## src/rtl/cpu_pkg.sv

```systemverilog
// Shared core types: register index/data widths and the writeback entry.
package cpu_pkg;
    localparam int REG_ADDR_W = 5;
    localparam int DATA_W = 32;

    typedef struct packed {
        logic                  valid;
        logic [REG_ADDR_W-1:0] rd;
        logic [DATA_W-1:0]     data;
    } wb_entry_t;
endpackage

```

## src/rtl/wb_fifo.sv

```systemverilog
// Circular buffer of LSU results with per-entry valid bits,
// squash-by-rd and a match-by-rd query.
module wb_fifo
    import cpu_pkg::*;
#(
    parameter int DEPTH = 4,
    localparam int PW = $clog2(DEPTH),
    localparam int CW = PW + 1
) (
    input  logic                  clk,
    input  logic                  rst_n,
    input  logic                  push,
    input  wb_entry_t             push_entry,
    input  logic                  pop,
    input  logic                  squash_en,
    input  logic [REG_ADDR_W-1:0] squash_rd,
    input  logic [REG_ADDR_W-1:0] q_rd,
    output wb_entry_t             head,
    output logic [CW-1:0]         count,
    output logic                  q_match
);
    wb_entry_t         mem [DEPTH];
    logic [PW-1:0]     wptr;
    logic [PW-1:0]     rptr;

    assign head = mem[rptr];

    // Later assignments win: a push into the slot being popped keeps its entry.
    always_ff @(posedge clk or negedge rst_n) begin
        if (!rst_n) begin
            wptr  <= '0;
            rptr  <= '0;
            count <= '0;
            for (int i = 0; i < DEPTH; i++) begin
                mem[i] <= '0;
            end
        end else begin
            for (int i = 0; i < DEPTH; i++) begin
                if (squash_en && mem[i].rd == squash_rd) begin
                    mem[i].valid <= 1'b0;
                end
            end
            if (pop) begin
                mem[rptr].valid <= 1'b0;
                rptr <= rptr + 1'b1;
            end
            if (push) begin
                mem[wptr] <= push_entry;
                wptr <= wptr + 1'b1;
            end
            count <= count + CW'(push) - CW'(pop);
        end
    end

    always_comb begin
        q_match = 1'b0;
        for (int i = 0; i < DEPTH; i++) begin
            if (mem[i].valid && mem[i].rd == q_rd) begin
                q_match = 1'b1;
            end
        end
    end
endmodule

```

## src/rtl/writeback_arbiter.sv

```systemverilog
// Merges ALU and LSU results onto the single register-file write port,
// ALU first, LSU results queued in order behind it.
module writeback_arbiter
    import cpu_pkg::*;
#(
    parameter int DEPTH = 4,
    parameter int DATA_WIDTH = DATA_W,
    parameter int ADDR_WIDTH = REG_ADDR_W,
    localparam int CW = $clog2(DEPTH) + 1
) (
    input  logic                  clk,
    input  logic                  rst_n,
    input  logic                  alu_valid,
    input  logic [ADDR_WIDTH-1:0] alu_rd,
    input  logic [DATA_WIDTH-1:0] alu_data,
    input  logic                  lsu_valid,
    output logic                  lsu_ready,
    input  logic [ADDR_WIDTH-1:0] lsu_rd,
    input  logic [DATA_WIDTH-1:0] lsu_data,
    output logic [ADDR_WIDTH-1:0] addr_w,
    output logic [DATA_WIDTH-1:0] data_w,
    output logic                  write_en,
    input  logic [ADDR_WIDTH-1:0] q_rd,
    output logic                  q_pending,
    output logic [CW-1:0]         fifo_count
);
    logic                  alu_hit;
    logic                  lsu_live;
    logic                  fifo_empty;
    logic                  pop;
    logic                  push;
    logic                  bypass;
    logic                  issue;
    logic [ADDR_WIDTH-1:0] iss_rd;
    logic [DATA_WIDTH-1:0] iss_data;
    logic                  q_match;
    wb_entry_t             head;
    wb_entry_t             push_entry;

    assign lsu_ready  = fifo_count < CW'(DEPTH);
    assign alu_hit    = alu_valid && alu_rd != '0;
    assign lsu_live   = lsu_valid && lsu_ready && lsu_rd != '0;
    assign fifo_empty = fifo_count == '0;

    always_comb begin
        pop      = 1'b0;
        bypass   = 1'b0;
        issue    = 1'b0;
        iss_rd   = alu_rd;
        iss_data = alu_data;
        priority case (1'b1)
            alu_hit: begin
                issue = 1'b1;
            end
            !fifo_empty: begin
                pop      = 1'b1;
                issue    = head.valid;
                iss_rd   = head.rd;
                iss_data = head.data;
            end
            lsu_live: begin
                bypass   = 1'b1;
                issue    = 1'b1;
                iss_rd   = lsu_rd;
                iss_data = lsu_data;
            end
            default: ;
        endcase
    end

    // A same-cycle LSU result to the ALU's rd is older, so it is dropped.
    assign push = lsu_live && !bypass && !(alu_hit && lsu_rd == alu_rd);

    assign push_entry = '{valid: 1'b1, rd: lsu_rd, data: lsu_data};

    wb_fifo #(
        .DEPTH(DEPTH)
    ) u_fifo (
        .clk       (clk),
        .rst_n     (rst_n),
        .push      (push),
        .push_entry(push_entry),
        .pop       (pop),
        .squash_en (alu_hit),
        .squash_rd (alu_rd),
        .q_rd      (q_rd),
        .head      (head),
        .count     (fifo_count),
        .q_match   (q_match)
    );

    always_ff @(posedge clk or negedge rst_n) begin
        if (!rst_n) begin
            write_en <= 1'b0;
            addr_w   <= '0;
            data_w   <= '0;
        end else begin
            write_en <= issue;
            if (issue) begin
                addr_w <= iss_rd;
                data_w <= iss_data;
            end
        end
    end

    assign q_pending = (q_rd != '0) &&
                       (q_match || (write_en && addr_w == q_rd));
endmodule

```

## config.mk

```make
export PLATFORM = sky130hd
export DESIGN_NAME = writeback_arbiter
export DESIGN_NICKNAME = d
export VERILOG_FILES = /design/src/rtl/cpu_pkg.sv /design/src/rtl/wb_fifo.sv /design/src/rtl/writeback_arbiter.sv
export SDC_FILE = /design/constraint.sdc
export NUM_CORES = 1
export LEC_CHECK = 0
export BUFFER_PORTS_ARGS = -buffer_cell sky130_fd_sc_hd__buf_2
export CAP_MARGIN = 10
export CORE_MARGIN = 2
export CORE_UTILIZATION = 30
export DETAILED_ROUTE_END_ITERATION = 10
export SYNTH_ARGS = -nofsm -noshare
export SYNTH_HDL_FRONTEND = slang
export SYNTH_SLANG_ARGS = --single-unit
```

## constraint.sdc

```tcl
create_clock -name clk -period 3.1 [get_ports clk]
set_input_delay 0.62 -clock clk [delete_from_list [all_inputs] [get_ports clk]]
set_output_delay 0.62 -clock clk [all_outputs]
set_load 0.02 [all_outputs]
```

==> reports/metrics.csv <==
metric,value,unit
yosysWarnings,0,
p_leak,5.664,nW
criticalPathCategory,reg2out,
cts_tree,built,
grt_overflow,0,
vias,7091,
cts_setup_buffers,0,
end_kind,output port,
start_kind,flip-flop,
hpwl,18.31,mm
drive_above_1_share,0.4070,
cp_data_arrival_time,1.89,ns
clkTransAtPathRegs,0.08,ns
synth_area,10480,um^2
gp_congestion,0.8350,
cts_buffers,17,
nFillCells,3380,
fin_nets,1052,
crit_fanout,4,
synthFlopType,dfrtp_1,
synth_cell_types,35,
io-pin-count,126,
grt_pass1_wl,42.09,mm
final-instance-count-excl-fill,1423,
clock_latency,0.45,ns
reg2reg_depth,7,
holdWs,0.1678,ns
post_drt_wl_per_cell,18.95,um
fin_util,0.3565,
ys_seq_area_frac,0.4704,
die_h,190.9,um
multi_input_area,5156,um^2
cts_root_buffer,clkbuf_16,
synth_fp_nets,938,
viasPerCell,4.983,
period_share,0.8100,
grt_use_total,0.1516,
start_util,0.3041,
grt_max_degree,67,
fin_setup_tns,0,ns
drc,0,
postLayoutSetupSlackWorst,0.5889,ns
synth_area_leaders,"dfrtp_1 47%, mux2_4 11%, mux4_2 8.0%",
hold_viol,0,
post_cts_resized,0,
cap_violations,0,
tightest_slew,0.7759,ns
setup_viol,0,
post-route-min-period,2.511,ns
fmax,398.2,MHz
yosysTopAreaCellShare,0.4704,
antenna_found_initial,3,
rsz0062_at_grt,false,
worstPathRequired,2.48,ns
powerDensity,1048,nW/um^2
dp_slack,0.1796,ns
fp-row-count,68,
initialDrtViolationCount,364,
ir_worst_vdd,0.4508,mV
cts_hold_buf,0,
synth_edf_count,0,
portBuffers,125,
diodes,0,
skew,0.01214,ns
placedCellCount,1394,
synth.most_common_cell,dfrtp_1,
clk_path_buf_depth,2,
outcome,"finished, final reports clean",
die_w,190.9,um
grt_pass1_vias,7259,
hold_path_class,in2async,
syn2layout_area_growth,17.23,%
clock_sinks,197,
syn_area_per_cell,12.42,um^2
register_area,4932,um^2
ys_seq_elements,197,
ant_nets,0,
maxSlewHeadroom,0.4828,
synth_top_area_cell,dfrtp_1,
dieArea,36440,um^2
async_flop_share,1.000,
ys_top_cells_by_count,"197 x dfrtp_1, 109 x nand2_1, 77 x a21oi_1",
syn-instance-count,844,
slew_violations,0,
wl,26.97,mm
cts_max_level,4,
drt-pass1-iter-count,5,
core,34460,um^2
-- power by group --
group	total (mW)	internal, mW	switching [mW]
clock	2.21	1.22	0.989
sequential	4.91	3.90	1.02
combinational	5.76	3.18	2.58
total	12.9	8.29	4.59
-- worst paths after layout --
check	slack (ns)	startpoint	end
max	0.59	u_fifo.mem[73]	q_pending
min	0.17	rst_n	u_fifo.mem[78]
max reg2reg	0.65	u_fifo.count[2]	addr_w[3]
min reg2reg	0.50	u_fifo.mem[45]	u_fifo.mem[45]
max in group asynchronous	2.18	rst_n	u_fifo.mem[21]
min in group clk	0.47	lsu_data[7]	u_fifo.mem[7]
-- routing by layer --
metal / track usage / vias up / wire [um]
met1: 0.1967 / 3634 / 12190
li1: - / 3251 / -
met2: 0.2529 / 160 / 13230
met3: 0.03286 / 40 / 1132
met5: 0 / - / 36
met4: 0.04621 / 6 / 378
-- placed cells by master (no fill, tap or decap), types with 4 or more instances in the layout --
cell | synthesis | final
o22a_1 | 33 | 33
mux2_2 | 73 | 73
buf_2 | 6 | 124
o211ai_1 | 4 | 4
xor2_1 | 31 | 31
dfrtp_1 | 197 | 195
buf_12 | 6 | 7
inv_1 | 11 | 11
mux4_2 | 37 | 37
buf_4 | 4 | 33
nand2_1 | 109 | 109
nand3_1 | 17 | 17
ha_1 | 10 | 10
mux2_4 | 76 | 76
o21ai_0 | 44 | 43
o2111ai_4 | 0 | 4
nor2_1 | 6 | 5
nor4_1 | 9 | 9
clkbuf_16 | 0 | 17
a21oi_1 | 77 | 77
xnor2_1 | 23 | 23
-- through the flow --
stage / area (um^2) / total power [mW]
after floorplan: 10480 / 9.089
after global routing: 12280 / 13.70
after detailed placement: 11720 / 10.74
after global placement: 11720 / 10.60
final: 12280 / 12.88
after CTS: 12280 / 12.99
-- state kept, by name, indices dropped and copies added, names as in the netlist --
name,count
u_fifo.mem,152
addr_w,5
write_en,1
u_fifo.count,3
u_fifo.wptr,2
data_w,32
u_fifo.rptr,2
-- cells by family (layout without fill, tap and decap cells) --
| family | Yosys count | in the layout | share of synthesized area |
|---|---|---|---|
| DFF | 197 | 197 | 0.4704 |
| muxes | 186 | 186 | 0.2669 |
| xor gates and xnor gates | 54 | 54 | 0.04513 |
| AOI/OAI and AO/OA | 166 | 166 | 0.09684 |
| buffers and inverters | 81 | 205 | 0.04549 |
| and+or+nand+nor | 149 | 149 | 0.06137 |
| adders and majority gates | 11 | 11 | 0.01385 |
-- final cells by class --
cell class              instances  share of cell area
flip-flops and latches        197              0.4015
well taps                     455             0.04634
clock buffers                  20             0.03718
repair buffers                165             0.08321
clock inverters                 9            0.008658
inverters                      11            0.003361
multi-input cells             566              0.4197
-- critical path, stage by stage (launching register included) --
cell	delay, ns
dfrtp_1	0.45
xor2_1	0.19
nor4_1	0.29
nand3_1	0.11
nand3_1	0.09
o22a_1	0.15
buf_2	0.16
Power figures use the tool's default switching activity.
